## src/rtl/jt900h_mul.sv

```systemverilog
// Radix-2 shift-add multiplier: 8x8->16 or 16x16->32, signed or unsigned.
// Optional multiply-accumulate with a signed overflow flag when JT900H_MULA_EN is defined.
module jt900h_mul (
  input  logic        rst,
  input  logic        clk,
  input  logic        cen,
  input  logic [15:0] op0,
  input  logic [15:0] op1,
  input  logic [31:0] acc,
  input  logic        len,
  input  logic        sign,
  input  logic        mula,
  input  logic        start,
  output logic [31:0] prod,
  output logic        busy,
  output logic        v
);

  logic        r_start_l, r_armed, r_busy, r_len, r_sign, r_neg, r_mula, r_accph, r_v;
  logic [3:0]  r_cnt;
  logic [15:0] r_m0;
  logic [31:0] r_pp, r_prod, r_acc;

  logic        w_mula, w_len, w_sign, w_launch, w_s0, w_s1, w_v;
  logic [15:0] w_m0, w_m1, w_lo;
  logic [16:0] w_add;
  logic [31:0] w_pp_nx, w_mag, w_res, w_sum;

`ifdef JT900H_MULA_EN
  assign w_mula = mula;
`else
  logic w_unused;
  assign w_mula   = 1'b0;
  assign w_unused = mula;
`endif

  assign w_len  = len  | w_mula;
  assign w_sign = sign | w_mula;
  // r_armed blocks a launch until start has been seen low after reset
  assign w_launch = cen & start & ~r_start_l & r_armed;

  always_comb begin
    w_s0 = w_len ? op0[15] : op0[7];
    w_s1 = w_len ? op1[15] : op1[7];
    if (w_len) begin
      w_m0 = (w_sign & w_s0) ? 16'(-op0) : op0;
      w_m1 = (w_sign & w_s1) ? 16'(-op1) : op1;
    end else begin
      w_m0 = {8'h00, (w_sign & w_s0) ? 8'(-op0[7:0]) : op0[7:0]};
      w_m1 = {8'h00, (w_sign & w_s1) ? 8'(-op1[7:0]) : op1[7:0]};
    end
  end

  // Upper half accumulates the multiplicand; lower half holds the unconsumed multiplier bits
  assign w_add   = {1'b0, r_pp[31:16]} + (r_pp[0] ? {1'b0, r_m0} : 17'd0);
  assign w_pp_nx = {w_add, r_pp[15:1]};
  // After 8 steps the 8x8 product sits at bits 23:8
  assign w_mag   = r_len ? w_pp_nx : {16'h0000, w_pp_nx[23:8]};
  assign w_lo    = r_neg ? 16'(-w_mag[15:0]) : w_mag[15:0];

  always_comb begin
    if (r_len) w_res = r_neg ? 32'(-w_mag) : w_mag;
    else       w_res = {r_sign ? {16{w_lo[15]}} : 16'h0000, w_lo};
  end

  assign w_sum = r_pp + r_acc;
  assign w_v   = (r_pp[31] == r_acc[31]) & (w_sum[31] != r_pp[31]);

  always_ff @(posedge clk or posedge rst) begin
    if (rst) begin
      r_start_l <= 1'b0;
      r_armed   <= 1'b0;
      r_busy    <= 1'b0;
      r_len     <= 1'b0;
      r_sign    <= 1'b0;
      r_neg     <= 1'b0;
      r_mula    <= 1'b0;
      r_accph   <= 1'b0;
      r_v       <= 1'b0;
      r_cnt     <= 4'd0;
      r_m0      <= 16'h0000;
      r_pp      <= 32'h0;
      r_prod    <= 32'h0;
      r_acc     <= 32'h0;
    end else if (cen) begin
      r_start_l <= start;
      if (!start) r_armed <= 1'b1;
      if (w_launch) begin
        r_m0    <= w_m0;
        r_pp    <= {16'h0000, w_m1};
        r_neg   <= w_sign & (w_s0 ^ w_s1);
        r_len   <= w_len;
        r_sign  <= w_sign;
        r_mula  <= w_mula;
        r_acc   <= acc;
        r_cnt   <= w_len ? 4'd0 : 4'd8;
        r_busy  <= 1'b1;
        r_accph <= 1'b0;
        r_v     <= 1'b0;
      end else if (r_busy) begin
        if (r_accph) begin
          r_prod  <= w_sum;
          r_v     <= w_v;
          r_busy  <= 1'b0;
          r_accph <= 1'b0;
        end else begin
          r_pp  <= w_pp_nx;
          r_cnt <= r_cnt + 4'd1;
          if (r_cnt == 4'd15) begin
            // MULA parks the signed product in r_pp for one extra add cycle
            if (r_mula) begin
              r_pp    <= w_res;
              r_accph <= 1'b1;
            end else begin
              r_prod <= w_res;
              r_busy <= 1'b0;
            end
          end
        end
      end
    end
  end

  assign prod = r_prod;
  assign busy = r_busy;
  assign v    = r_v;

endmodule

```

## config.mk

```make
export PLATFORM = sky130hd
export DESIGN_NAME = jt900h_mul
export DESIGN_NICKNAME = d
export VERILOG_FILES = /design/src/rtl/jt900h_mul.sv
export SDC_FILE = /design/constraint.sdc
export NUM_CORES = 1
export LEC_CHECK = 0
export BUFFER_PORTS_ARGS = -buffer_cell sky130_fd_sc_hd__buf_2
export CELL_PAD_IN_SITES_DETAIL_PLACEMENT = 1
export CELL_PAD_IN_SITES_GLOBAL_PLACEMENT = 1
export CORE_MARGIN = 1.5
export CORE_UTILIZATION = 38
export DETAILED_ROUTE_END_ITERATION = 8
export PLACE_DENSITY_LB_ADDON = 0.1
export SLEW_MARGIN = 20
export SYNTH_ARGS = -nofsm -noshare
export SYNTH_HDL_FRONTEND = slang
export SYNTH_SLANG_ARGS = --single-unit
```

## constraint.sdc

```tcl
create_clock -name clk -period 3.9 [get_ports clk]
set_clock_uncertainty 0.1 [all_clocks]
set_input_delay 0.78 -clock clk [delete_from_list [all_inputs] [get_ports clk]]
set_output_delay 0.78 -clock clk [all_outputs]
set_load 0.02 [all_outputs]
```

==> impl_metrics.py, run 1 <==
metrics = {
    "floorplanning": {
        "chipWidth_microns": 132.4,
        "initial_core_util": 0.3862,
        "ioPinCount": 105,
        "num_rows": 47,
        "die-area_sq_um": 17520,
        "die-height_microns": 132.4,
        "design.core.area_sq_um": 16470,
    },
    "sta": {
        "report.final.setup_viol": 0,
        "finalHoldViolations": 0,
        "min_period_over_period": 0.9437,
        "slew_viol_final": 0,
        "achievable-frequency_ghz": 0.2717,
        "worst_slew_pin_slew_ns": 1.064,
        "layout_min_cycle_time_ns": 3.680,
        "grt_setup_unrepaired": "yes",
        "final.setup.worst_slack_ns": 0.2196,
        "timing.max_slew.rel_slack": 0.2891,
    },
    "final_layout": {
        "layout.nets": 908,
        "final_cells": 1041,
        "post_route_cells_drive_above_1_share": 0.1705,
        "final.fill_count": 2042,
        "syn2layout_area_growth_pct": 13.89,
        "antenna_cells_inserted": 0,
    },
    "placement": {
        "placed_wire_length_estimate_after_detailed_placement_microns": 13760,
        "placement.setup.worst_slack_ns": 0.1829,
        "place_inst": 1025,
        "portBuffers": 71,
        "finalWeightedCongestion": 0.8645,
    },
    "synthesis": {
        "synth.yosys.warnings": 0,
        "synth_seq_area_share": 0.3581,
        "synth_enable_flop_cells": 0,
        "cell_count_after_synthesis": 758,
        "synthMuxAreaShare": 0.03876,
        "synth-seq-cells": 91,
        "asyncSetResetFlopFracSynth": 1.000,
        "mappedNetlistArea_sq_um": 6360,
        "main_combinational_cell_family_by_area_after_synthesis": "simple AND/OR/NAND/NOR gates",
        "synthAdderAreaFrac": 0.04249,
        "synth.lib_cells_used.distinct": 80,
        "mappedNetlistNets": 850,
        "yosys.area_share.simple": 0.2194,
        "avgSynthCellArea_sq_um": 8.390,
        "synthXorXnorAreaFrac": 0.08932,
        "ys.flop_type": "dfrtp_1",
        "synth_compound_gate_area_share": 0.2089,
    },
    "clock_tree": {
        "numClockSinks": 91,
        "clock_latency_ns": 0.35,
        "tritoncts": "built",
        "cts_inserted_buffers": 9,
        "post-cts-setup-buffer-count": 0,
        "cts.htree.levels": 3,
        "clk_path_buf_depth": 2,
        "ctsRootBufferMaster": "clkbuf_16",
        "clk_pin_slew_ns": 0.07,
    },
    "route": {
        "drt-total-wl_microns": 17470,
        "avgViaCountPerCell": 5.435,
        "detailedRoute.firstPassIterationCount": 4,
        "detailedRoute.firstIterationViolations": 233,
        "ant_nets": 0,
        "route.vias.total": 5658,
        "remaining_drc_errors": 0,
        "avgRoutedWirePerCell_microns": 16.78,
    },
    "setup_path": {
        "timing.critical_path.to_type": "register",
        "path_class": "register to register",
        "required_ns": 4.04,
        "r2r_start": "r_pp[0]",
        "setup.reg_to_reg.worst_slack_ns": 0.22,
        "timing.critical_path.from_type": "register",
        "r2r.worst_path.cells": 12,
        "worst_ep_arrival_time_ns": 3.82,
        "timing.rr.end": "prod[30]",
        "crit_fanout": 15,
    },
    "pwr": {
        "design_power_total_mw": 5.142,
        "pwr_density_nw_per_um2": 709.9,
        "vdd.ir_drop.worst_v": 0.0002900,
        "leakagePower_nw": 3.227,
    },
    "global_routing": {
        "grt_pass1_wl_microns": 29840,
        "globalRouteOverflowTotal": 0,
        "grt_pass1_vias": 5923,
        "antenna_found_initial": 0,
        "grtUsageTotal": 0.2087,
        "maximum_number_of_pins_on_one_net_before_global_route_repair": 44,
    },
    "job": {
        "max-cap-violations": 0,
    },
    "worst_hold_path": {
        "min_delay_worst_type": "input port to async pin",
    },
    "status": {
        "status": "completed",
    },
}
cells in the mapped netlist, types with 4 or more instances:
cell type | count | share of area
xor2_1 | 18 | 0.025
and2_1 | 21 | 0.021
ha_1 | 20 | 0.039
nor3_1 | 17 | 0.013
buf_1 | 6 | 0.0035
o41ai_1 | 6 | 0.0083
nor2_1 | 73 | 0.043
xnor2_1 | 45 | 0.062
inv_1 | 20 | 0.012
and3_1 | 8 | 0.0079
or3_1 | 9 | 0.0089
clkbuf_1 | 28 | 0.017
nand3_1 | 10 | 0.0079
o31ai_1 | 12 | 0.014
o22ai_1 | 11 | 0.011
nand2b_1 | 5 | 0.0049
mux2i_1 | 22 | 0.035
o21a_1 | 4 | 0.0047
o211ai_1 | 6 | 0.0071
o21ai_0 | 58 | 0.046
a21o_1 | 7 | 0.0083
dfrtp_1 | 91 | 0.36
nand4_1 | 6 | 0.0059
a21oi_1 | 51 | 0.040
nand2_1 | 112 | 0.066
a31oi_1 | 10 | 0.0098
nor4_1 | 8 | 0.0079
through the flow:
stage / instance area (sq um) / setup TNS [ns] / hold slack, ns / util
finish: 7243 / 0 / 0.2983 / 0.4399
floorplan: 6360 / 0 / 0.3418 / -
global placement: 6944 / 0 / 0.3548 / 0.4217
global route: 7243 / -0.02894 / 0.3290 / 0.4399
CTS: 7214 / 0 / 0.3093 / 0.4381
detailed placement: 6944 / 0 / 0.3647 / 0.4217
worst max-delay path, cell delays in order, from the launching register on:
cell,delay [ns]
dfrtp_1,0.40
buf_4,0.18
and2_1,0.15
ha_1,0.46
inv_1,0.17
o221a_4,0.34
xnor2_2,0.19
o41ai_4,0.43
nand4_2,0.29
nor4_1,0.35
a31oi_1,0.15
nand3b_1,0.20
o2111a_1,0.15
what timing repair did:
action,CTS,global route
endpoints found under the setup margin,0,8
hold buffers,0,0
gates resized for setup,0,7
cell type report:
type	instances	area [sq um]	area share
Sequential cell	91	2277	0.3144
Timing Repair Buffer	90	498.0	0.06875
Clock inverter	6	41.29	0.005700
Clock buffer	10	229.0	0.03161
Multi-Input combinational cell	603	3842	0.5305
Inverter	21	80.08	0.01106
Tap cell	220	275.3	0.03800
worst max-delay path by stage:
stage,endpoint,start
floorplan,prod[30],r_len
global placement,prod[29],r_pp[0]
detailed placement,prod[29],r_pp[0]
CTS,prod[29],r_pp[0]
global route,prod[25],r_pp[0]
finish,prod[30],r_pp[0]
sequential cells by signal, indices dropped and copies added, names as in the netlist:
name       flops
prod          32
v              1
r_armed        1
r_len          1
r_neg          1
r_start_l      1
busy           1
r_pp          32
r_m0          16
r_cnt          4
r_sign         1
layout by cell type (no fill, tap or decap), types with 9 or more instances in the layout:
cell | Yosys | final
nand3_1 | 10 | 10
o21ai_0 | 58 | 58
nand2_1 | 112 | 112
nor3_1 | 17 | 16
inv_1 | 20 | 19
or3_1 | 9 | 9
o22ai_1 | 11 | 11
xor2_1 | 18 | 18
o31ai_1 | 12 | 11
mux2i_1 | 22 | 21
a21oi_1 | 51 | 50
xnor2_1 | 45 | 45
clkbuf_16 | 0 | 9
buf_4 | 3 | 19
buf_2 | 3 | 71
dfrtp_1 | 91 | 91
nor2_1 | 73 | 73
ha_1 | 20 | 18
a31oi_1 | 10 | 10
and2_1 | 21 | 21
routing by layer:
metal | global-route usage | wire length (microns) | part of all wire | vias to the layer above
met2 | 0.3403 | 8049 | 0.46 | 84
met3 | 0.02537 | 554 | 0.032 | 13
met5 | 0 | 0 | 0 | -
li1 | - | - | - | 2790
met1 | 0.2956 | 8685 | 0.50 | 2771
met4 | 0.05189 | 184 | 0.011 | 0
power by group:
| part | internal, mW | switching [mW] |
|---|---|---|
| combinational | 1.12 | 1.66 |
| clock | 0.432 | 0.388 |
| sequential | 1.26 | 0.285 |
cell families after synthesis:
logic type               Yosys count
AND/OR/NAND/NOR                  294
AO/OA/AOI/OAI                    200
flip-flops                        91
XOR/XNOR                          64
buffers and inverters             64
multiplexers                      24
adder cells (fa/ha/maj)           21
(Power assumes the default switching activity.)
==> run 2: changes to the inputs <==
--- a/config.mk
+++ b/config.mk
@@ -11,6 +11,7 @@
 export CORE_MARGIN = 1.5
 export CORE_UTILIZATION = 38
 export DETAILED_ROUTE_END_ITERATION = 8
+export MAX_ROUTING_LAYER = met4
 export PLACE_DENSITY_LB_ADDON = 0.1
 export SLEW_MARGIN = 20
 export SYNTH_ARGS = -nofsm -noshare
==> impl_metrics.py, run 2 (synthesized netlist as in run 1, its figures left out) <==
metrics = {
    "status": {
        "status": "completed",
    },
    "setup_path": {
        "crit_fanout": 15,
        "required_ns": 4.09,
        "worst_ep_arrival_time_ns": 3.87,
        "timing.critical_path.from_type": "register",
        "path_class": "register to register",
        "timing.critical_path.to_type": "register",
    },
    "sta": {
        "achievable-frequency_ghz": 0.2718,
        "worst_slew_pin_slew_ns": 1.068,
        "layout_min_cycle_time_ns": 3.679,
        "min_period_over_period": 0.9433,
        "slew_viol_final": 0,
        "grt_setup_unrepaired": "yes",
        "report.final.setup_viol": 0,
        "finalHoldViolations": 0,
        "final.setup.worst_slack_ns": 0.2211,
        "timing.max_slew.rel_slack": 0.2866,
    },
    "clock_tree": {
        "post_cts_resize_count": 0,
        "cts_inserted_buffers": 9,
        "ctsRootBufferMaster": "clkbuf_16",
        "post-cts-setup-buffer-count": 0,
        "tritoncts": "built",
        "numClockSinks": 91,
        "clk_path_buf_depth": 2,
        "clock_latency_ns": 0.35,
        "clk_pin_slew_ns": 0.07,
        "cts-hold-fix-buffers": 0,
        "cts.htree.levels": 3,
    },
    "final_layout": {
        "syn2layout_area_growth_pct": 13.89,
        "antenna_cells_inserted": 0,
        "layout.cells.most_common_list": "nand2_1 (112), dfrtp_1 (91), nor2_1 (73), buf_2 (71), o21ai_0 (58)",
        "post_route_cells_drive_above_1_share": 0.1705,
        "layout.nets": 908,
        "layout.cell_area.non_filler_sq_um": 7243,
        "mostFrequentLayoutCell": "nand2_1",
    },
    "global_routing": {
        "antenna_found_initial": 0,
        "grtUsageTotal": 0.2149,
        "grt_pass1_vias": 5929,
        "maximum_number_of_pins_on_one_net_before_global_route_repair": 44,
        "grt_pass1_wl_microns": 29780,
        "globalRouteOverflowTotal": 0,
    },
    "floorplanning": {
        "chipWidth_microns": 132.4,
        "num_rows": 47,
        "die-area_sq_um": 17520,
        "design.core.area_sq_um": 16470,
        "initial_core_util": 0.3862,
        "die-height_microns": 132.4,
        "ioPinCount": 105,
    },
    "route": {
        "route.vias.total": 5666,
        "remaining_drc_errors": 0,
        "ant_nets": 0,
        "detailedRoute.firstPassIterationCount": 5,
        "drt-total-wl_microns": 17450,
        "detailedRoute.firstIterationViolations": 213,
        "avgViaCountPerCell": 5.443,
        "avgRoutedWirePerCell_microns": 16.76,
    },
    "pwr": {
        "combinationalPowerShare": 0.539,
        "switching_pwr_mw": 2.325,
        "power_frac_seq": 0.302,
        "clockPowerShare": 0.159,
        "vdd.ir_drop.worst_v": 0.0002912,
        "p_int_mw": 2.814,
        "leakagePower_nw": 3.227,
        "swShare": 0.4525,
        "design_power_total_mw": 5.139,
        "pwr_density_nw_per_um2": 709.5,
    },
    "placement": {
        "placement.setup.worst_slack_ns": 0.1829,
        "postPlaceCellArea_sq_um": 6944,
        "placed_wire_length_estimate_after_detailed_placement_microns": 13760,
        "portBuffers": 71,
        "finalWeightedCongestion": 0.8784,
    },
    "job": {
        "max-cap-violations": 0,
    },
    "worst_hold_path": {
        "min_delay_worst_type": "input port to async pin",
    },
}
-- run 2: layer usage --
metal,GRT usage,vias up,wire length (microns)
met5,-,-,0
met1,0.2946,2776,8638
met4,0.05189,0,107
li1,-,2789,-
met3,0.02461,12,608
met2,0.3412,89,8091
-- run 2: final cells by class --
type,instances,area [sq um]
clock buffer,10,229.0
multi-input combinational,603,3842
clock inverter,6,41.29
fill,2042,9223
inverter,21,80.08
timing repair buffer,90,498.0
sequential,91,2277
tap,220,275.3
-- run 2: metrics by stage --
stage,std cells,setup TNS [ns],hold slack [ns],utilization
finish,1041,0,0.3000,0.4399
global route,1041,-0.02908,0.3290,0.4399
CTS,1041,0,0.3093,0.4381
detailed placement,1025,0,0.3647,0.4217
global placement,1025,0,0.3548,0.4217
floorplan,758,0,0.3418,-
-- run 2: path summary, 6_finish.rpt --
path                            slack (ns)  depth (start not counted)        to  startpoint
worst max register to register        0.22                         12  prod[29]     r_pp[0]
min in group clk                      0.37                          2   prod[2]     prod[2]
worst min-delay path                  0.30                          2   prod[4]         rst
worst max-delay path                  0.22                         12  prod[29]     r_pp[0]
max in group asynchronous             2.59                          3   r_m0[9]         rst
worst min register to register        0.37                          2   prod[2]     prod[2]
-- run 2: power groups by stage --
stage,clock [mW],sequential (mW),combinational [mW]
finish,0.817,1.55,2.77
global route,0.880,1.60,3.08
CTS,0.840,1.55,2.75
detailed placement,0,1.57,2.74
global placement,0,1.54,2.67
floorplan,0,1.62,1.92
-- run 2: worst max-delay path, stage by stage, from the launching register on --
cell and delay (ns):
dfrtp_1 0.40, buf_4 0.18, and2_1 0.15, ha_1 0.45
o211ai_1 0.24, or3_1 0.40, nand3_1 0.23, nand4bb_1 0.21
nand2b_2 0.29, nor4_2 0.35, nand2_1 0.11, or4_1 0.42
nand3_1 0.10
